<file path="config.mk">
export PLATFORM = sky130hd
export DESIGN_NAME = mem_arbiter_sched
export DESIGN_NICKNAME = d
export VERILOG_FILES = /design/src/rtl/mem_pkg.sv /design/src/rtl/rr_arbiter.sv /design/src/rtl/mem_arbiter_sched.sv
export SDC_FILE = /design/constraint.sdc
export NUM_CORES = 1
export LEC_CHECK = 0
export BUFFER_PORTS_ARGS = -buffer_cell sky130_fd_sc_hd__buf_4
export CAP_MARGIN = 0
export CORE_MARGIN = 4
export CORE_UTILIZATION = 40
export CTS_BUF_LIST = sky130_fd_sc_hd__clkbuf_8
export CTS_CLUSTER_DIAMETER = 200
export DETAILED_ROUTE_END_ITERATION = 7
export HOLD_SLACK_MARGIN = 0.06
export PLACE_DENSITY_LB_ADDON = 0.08
export SLEW_MARGIN = 30
export SYNTH_ARGS = -nofsm -noshare
export SYNTH_HDL_FRONTEND = slang
export SYNTH_SLANG_ARGS = --single-unit
</file>
<file path="constraint.sdc">
create_clock -name clk -period 4.5 [get_ports clk]
set_clock_uncertainty 0.1 [all_clocks]
set_input_delay 0.9 -clock clk [delete_from_list [all_inputs] [get_ports clk]]
set_output_delay 0.9 -clock clk [all_outputs]
set_load 0.02 [all_outputs]
</file>
<file path="src/rtl/mem_pkg.sv">
// Shared types for the memory arbiter/scheduler: request types, FSM states
// and default widths.
package mem_pkg;

  localparam int DEF_N_REQ     = 4;
  localparam int DEF_DATA_W    = 8;
  localparam int DEF_ROW_W     = 4;
  localparam int DEF_COL_W     = 4;
  localparam int DEF_TIMESTEPS = 10;
  localparam int DEF_T_W       = 4;

  typedef enum logic [1:0] {
    VPOT   = 2'd0,
    SPIKE  = 2'd1,
    FILTER = 2'd2
  } mem_type_e;

  // Encoding 3 is accepted at the port but never reaches memory.
  localparam logic [1:0] TYPE_ILLEGAL = 2'd3;

  typedef enum logic [2:0] {
    IDLE      = 3'd0,
    ISSUE     = 3'd1,
    WAIT_RSP  = 3'd2,
    ADV_DRAIN = 3'd3,
    ADV_SEND  = 3'd4,
    DONE      = 3'd5
  } state_e;

endpackage

</file>
<file path="src/rtl/rr_arbiter.sv">
// Combinational round-robin selector: one-hot grant for the first active
// request found at or after ptr, wrapping around.
module rr_arbiter #(
  parameter int N_REQ = 4,
  parameter int PTR_W = 2
) (
  input  logic [N_REQ-1:0] req,
  input  logic [PTR_W-1:0] ptr,
  output logic [N_REQ-1:0] grant
);

  int   idx;
  logic found;

  always_comb begin
    grant = '0;
    found = 1'b0;
    idx   = 0;
    for (int k = 0; k < N_REQ; k++) begin
      idx = int'(ptr) + k;
      if (idx >= N_REQ) idx = idx - N_REQ;
      if (!found && req[idx]) begin
        grant[idx] = 1'b1;
        found      = 1'b1;
      end
    end
  end

endmodule

</file>
<file path="src/rtl/mem_arbiter_sched.sv">
// Single-outstanding memory arbiter for N requesters with a timestep
// advance sequencer that drains traffic before publishing a new timestep.
module mem_arbiter_sched
  import mem_pkg::*;
#(
  parameter int N_REQ     = DEF_N_REQ,
  parameter int DATA_W    = DEF_DATA_W,
  parameter int ROW_W     = DEF_ROW_W,
  parameter int COL_W     = DEF_COL_W,
  parameter int TIMESTEPS = DEF_TIMESTEPS,
  parameter int T_W       = DEF_T_W
) (
  input  logic                    clk,
  input  logic                    reset,
  input  logic [N_REQ-1:0]        req_valid,
  output logic [N_REQ-1:0]        req_ready,
  input  logic [N_REQ-1:0]        req_rw,
  input  logic [2*N_REQ-1:0]      req_type,
  input  logic [ROW_W*N_REQ-1:0]  req_row,
  input  logic [COL_W*N_REQ-1:0]  req_col,
  input  logic [DATA_W*N_REQ-1:0] req_wdata,
  output logic [N_REQ-1:0]        rsp_valid,
  output logic [DATA_W-1:0]       rsp_data,
  output logic                    cmd_valid,
  input  logic                    cmd_ready,
  output logic                    cmd_rw,
  output logic [1:0]              cmd_type,
  output logic [ROW_W-1:0]        cmd_row,
  output logic [COL_W-1:0]        cmd_col,
  output logic [DATA_W-1:0]       cmd_wdata,
  input  logic                    mrsp_valid,
  input  logic [DATA_W-1:0]       mrsp_data,
  input  logic                    ts_adv,
  output logic                    t_valid,
  input  logic                    t_ready,
  output logic [T_W-1:0]          t_value,
  output logic [T_W-1:0]          cur_t,
  output logic                    busy,
  output logic                    done,
  output logic                    err
);

  localparam int PTR_W = (N_REQ > 1) ? $clog2(N_REQ) : 1;

  state_e              state_reg, state_next;
  logic [PTR_W-1:0]    ptr_reg;
  logic                adv_pend_reg;
  logic                err_reg;
  logic [T_W-1:0]      cur_t_reg;
  logic                cap_rw_reg;
  logic [1:0]          cap_type_reg;
  logic [ROW_W-1:0]    cap_row_reg;
  logic [COL_W-1:0]    cap_col_reg;
  logic [DATA_W-1:0]   cap_wdata_reg;
  logic [N_REQ-1:0]    cap_owner_reg;
  logic [N_REQ-1:0]    rsp_valid_reg;
  logic [DATA_W-1:0]   rsp_data_reg;

  logic [1:0]          type_arr  [N_REQ];
  logic [ROW_W-1:0]    row_arr   [N_REQ];
  logic [COL_W-1:0]    col_arr   [N_REQ];
  logic [DATA_W-1:0]   wdata_arr [N_REQ];

  genvar gi;
  generate
    for (gi = 0; gi < N_REQ; gi++) begin : g_unpack
      assign type_arr[gi]  = req_type[2*gi +: 2];
      assign row_arr[gi]   = req_row[ROW_W*gi +: ROW_W];
      assign col_arr[gi]   = req_col[COL_W*gi +: COL_W];
      assign wdata_arr[gi] = req_wdata[DATA_W*gi +: DATA_W];
    end
  endgenerate

  logic [N_REQ-1:0]  grant;
  logic [PTR_W-1:0]  win_idx;
  logic              win_rw;
  logic [1:0]        win_type;
  logic [ROW_W-1:0]  win_row;
  logic [COL_W-1:0]  win_col;
  logic [DATA_W-1:0] win_wdata;

  rr_arbiter #(
    .N_REQ(N_REQ),
    .PTR_W(PTR_W)
  ) u_rr (
    .req  (req_valid),
    .ptr  (ptr_reg),
    .grant(grant)
  );

  always_comb begin
    win_idx   = '0;
    win_rw    = 1'b0;
    win_type  = '0;
    win_row   = '0;
    win_col   = '0;
    win_wdata = '0;
    for (int i = 0; i < N_REQ; i++) begin
      if (grant[i]) begin
        win_idx   = PTR_W'(i);
        win_rw    = req_rw[i];
        win_type  = type_arr[i];
        win_row   = row_arr[i];
        win_col   = col_arr[i];
        win_wdata = wdata_arr[i];
      end
    end
  end

  // A same-cycle ts_adv already outranks any grant in IDLE.
  logic arb_fire;
  logic win_illegal;
  logic t_last;

  assign arb_fire    = (state_reg == IDLE) && !(adv_pend_reg || ts_adv) && (|req_valid);
  assign win_illegal = (win_type == TYPE_ILLEGAL);
  assign t_value     = cur_t_reg + 1'b1;
  assign t_last      = (t_value == T_W'(TIMESTEPS));

  always_ff @(posedge clk) begin
    if (reset) state_reg <= IDLE;
    else       state_reg <= state_next;
  end

  always_comb begin
    state_next = state_reg;
    case (state_reg)
      IDLE: begin
        if (adv_pend_reg || ts_adv)     state_next = ADV_DRAIN;
        else if (arb_fire && !win_illegal) state_next = ISSUE;
      end
      ISSUE:     if (cmd_ready)  state_next = cap_rw_reg ? IDLE : WAIT_RSP;
      WAIT_RSP:  if (mrsp_valid) state_next = IDLE;
      ADV_DRAIN: state_next = ADV_SEND;
      ADV_SEND:  if (t_ready)    state_next = t_last ? DONE : IDLE;
      DONE:      state_next = DONE;
      default:   state_next = IDLE;
    endcase
  end

  always_comb begin
    req_ready = arb_fire ? grant : '0;
    cmd_valid = (state_reg == ISSUE);
    t_valid   = (state_reg == ADV_SEND);
    busy      = (state_reg != IDLE) && (state_reg != DONE);
    done      = (state_reg == DONE);
  end

  always_ff @(posedge clk) begin
    if (reset) begin
      ptr_reg       <= '0;
      adv_pend_reg  <= 1'b0;
      err_reg       <= 1'b0;
      cur_t_reg     <= '0;
      cap_rw_reg    <= 1'b0;
      cap_type_reg  <= '0;
      cap_row_reg   <= '0;
      cap_col_reg   <= '0;
      cap_wdata_reg <= '0;
      cap_owner_reg <= '0;
      rsp_valid_reg <= '0;
      rsp_data_reg  <= '0;
    end else begin
      rsp_valid_reg <= '0;
      if (ts_adv && state_reg != DONE) adv_pend_reg <= 1'b1;
      // Completion clears the pending flag, absorbing any duplicate pulses.
      if (state_reg == ADV_SEND && t_ready) begin
        cur_t_reg    <= t_value;
        adv_pend_reg <= 1'b0;
      end
      if (arb_fire) begin
        ptr_reg <= (win_idx == PTR_W'(N_REQ - 1)) ? '0 : win_idx + 1'b1;
        if (win_illegal) begin
          err_reg <= 1'b1;
        end else begin
          cap_rw_reg    <= win_rw;
          cap_type_reg  <= win_type;
          cap_row_reg   <= win_row;
          cap_col_reg   <= win_col;
          cap_wdata_reg <= win_wdata;
          cap_owner_reg <= grant;
        end
      end
      if (state_reg == WAIT_RSP && mrsp_valid) begin
        rsp_valid_reg <= cap_owner_reg;
        rsp_data_reg  <= (cap_type_reg == SPIKE) ?
                         {{(DATA_W-1){1'b0}}, mrsp_data[0]} : mrsp_data;
      end
    end
  end

  assign rsp_valid = rsp_valid_reg;
  assign rsp_data  = rsp_data_reg;
  assign cmd_rw    = cap_rw_reg;
  assign cmd_type  = cap_type_reg;
  assign cmd_row   = cap_row_reg;
  assign cmd_col   = cap_col_reg;
  assign cmd_wdata = cap_wdata_reg;
  assign cur_t     = cur_t_reg;
  assign err       = err_reg;

endmodule

</file>
==> flow_summary.ini <==
[cells_and_area]
fill_cells = 735
regArea_um2 = 922
syn2layout_area_growth_pct = 39.5
drive_gt1_share_pct = 44.9
fin_nets = 595
n_antenna_cell = 0
multiInputGateArea_mm2 = 0.00203

[placement]
gp_congestion = 0.875
port_buffers = 141
dp_hpwl_mm = 7.52

[drt]
num_vias = 3247
routed_wl_mm = 9.80
viasPerCell = 5.45
drt_iter0_markers = 122
wl_per_cell_um = 16.4
dr.pass1.iters = 4
drtAntennaViolNets = 0
drc = 0

[cts]
postCtsSetupBuffers = 0
clk-insertion-delay-late_ns = 0.30
post_cts_resized = 0
htree_levels = 2
cts.clk_slew.worst_paths_ns = 0.10
clock_sinks = 46
hold_buffers = 0
cts_tree = yes
ctsRootBufferMaster = clkbuf_8
cts-buffers-inserted = 5
clockBufferDepth = 2

[setup_path]
cp_num_buf_inv = 2
end_kind = output pin
crit_path_top_delay_cell = mux4_2
crit_type = register to output pin
crit_path_max_fanout = 14
required_ns = 3.50
crit_arrival_ns = 3.24
cpLargestDelayFamily = compound AO/OA/AOI/OAI gates
cp-start-kind = register
r2r_slack_ns = 0.49
max_stage_delay_ns = 0.62
cp_cell_sequence = inv_1, ha_1, mux4_2, nor2b_1, a22oi_1, o21a_1, nor2_1, buf_4

[sta]
period_needed_ns = 4.24
worstMarginPinSlew_ns = 0.912
drv_slew = 0
setup_viol = 0
rsz0062_at_grt = false
setup_tns_ns = 0
timing.hold.ws_ns = 0.392
fmax_mhz = 236
finalHoldViolations = 0
relSlewSlack_pct = 38.5
period_share_pct = 94.3

[grt]
grt_max_degree = 37
grtUsageTotal_pct = 20.6
grt_pass1_vias = 3026
grt_pass1_wl_mm = 15.1
antenna_found_initial = 0
gr-total-overflow = 0

[yosys]
synthFlopType = dfxtp_1
synth_area_mm2 = 0.00314
avgSynthCellArea_um2 = 8.59
synth_common_cells = dfxtp_1 (46), a21oi_1 (44), nor2_1 (36)
synth_top_area_share_pct = 29.4
synthesis.nets = 467
synth_cells = 365
yosys_warnings = 0
yosys.area.top_type = dfxtp_1
synth_area_leaders = dfxtp_1 (29%), a211oi_2 (7.6%), a21oi_1 (7.0%)
synth_edf_count = 0
synthArstFlopShare_pct = 0
yosysMostFrequentCell = dfxtp_1
synth-seq-area-share_pct = 29.4
synth_seq_cells = 46
ys_types = 59

[power_and_ir_drop]
max-vdd-ir-drop_v = 0.000314
power.density_mw_per_mm2 = 521
p_leak_nw = 1.83

[die]
core_area_mm2 = 0.00769
ioPinCount = 142
die-area_mm2 = 0.00932
rows = 32
die_x_um = 96.5
die_h_um = 96.5
start_util_pct = 40.8

[run_status]
status = finished, final reports clean

[flow_run]
max_cap_viol_count = 0

[min_path]
hp-class = register to register
final cells by class:
| class | count | area share [%] |
|---|---|---|
| sequential | 46 | 21.1 |
| timing repair buffer | 154 | 26.4 |
| inverter | 12 | 1.03 |
| tap | 102 | 2.92 |
| clock buffer | 5 | 1.57 |
| clock inverter | 3 | 0.543 |
| multi-input combinational | 274 | 46.4 |
worst paths after layout:
path | start | to | cells past startpoint
worst max register to register | ptr_reg[1]$_SDFFE_PP0P_ | cmd_rw$_SDFFE_PP0P_ | 10
worst min-delay path | err$_SDFFE_PP0P_ | err$_SDFFE_PP0P_ | 2
worst max-delay path | ptr_reg[1]$_SDFFE_PP0P_ | req_ready[2] | 8
worst min register to register | err$_SDFFE_PP0P_ | err$_SDFFE_PP0P_ | 2
metrics by stage:
| step | setup WS (ns) | cell area [um^2] | util [%] | power (mW) | instances |
|---|---|---|---|---|---|
| floorplan | 0.530 | 3140 | - | 1.61 | 365 |
| global placement | 0.508 | 4270 | 55.6 | 2.01 | 588 |
| detailed placement | 0.361 | 4270 | 55.6 | 2.03 | 588 |
| CTS | 0.142 | 4370 | 56.8 | 2.30 | 596 |
| global route | 0.0697 | 4370 | 56.9 | 2.45 | 596 |
| finish | 0.255 | 4370 | 56.9 | 2.28 | 596 |
worst register-to-register path, stage by stage, from the launching register on:
cell	delay (ns)
dfxtp_2	0.44
inv_1	0.12
ha_1	0.43
mux4_2	0.62
nor2b_1	0.20
a22oi_1	0.21
o21a_1	0.59
nor2_1	0.23
or4_4	0.67
a21oi_2	0.22
a211oi_2	0.06
layer usage:
layer  global-route usage, %  vias up  part of all wire (%)
met5                       0        -                     0
met3                    3.72        8                   7.0
li1                        -     1616                     -
met4                    3.15        0                  0.77
met1                    29.2     1518                    45
met2                    33.2      105                    47
cells by family after synthesis:
logic type | synth area share [%]
AND/OR/NAND/NOR | 19.5
adder cells (fa/ha/maj) | 3.19
multiplexers | 3.11
AO/OA/AOI/OAI | 36.6
flip-flops | 29.4
buffers and inverters | 6.78
XOR/XNOR | 1.40
cell usage in the layout (no fill, tap or decap), drive strengths merged, types with 2 or more instances in the layout:
master,instances
a22o,9
a21boi,2
o21ai,4
nand3,21
inv,13
and3b,2
nor3b,5
or3b,2
nand2,12
nor2,37
a22oi,3
dfxtp,46
clkbuf,5
and2,4
a31oi,4
buf,154
xor2,2
and3,5
mux2i,3
a211oi,41
nor2b,3
xnor2,3
mux2,2
o21a,2
ha,8
a21oi,64
or3,2
clkinvlp,2
mux4,2
nor3,9
or4bb,2
where the power goes:
part	switching [mW]	internal (mW)	leakage, nW	total (mW)
clock	0.149	0.111	0.0408	0.260
combinational	0.838	0.600	1.42	1.44
sequential	0.0831	0.495	0.376	0.578
total	1.07	1.21	1.83	2.28
Power figures use the tool's default switching activity.
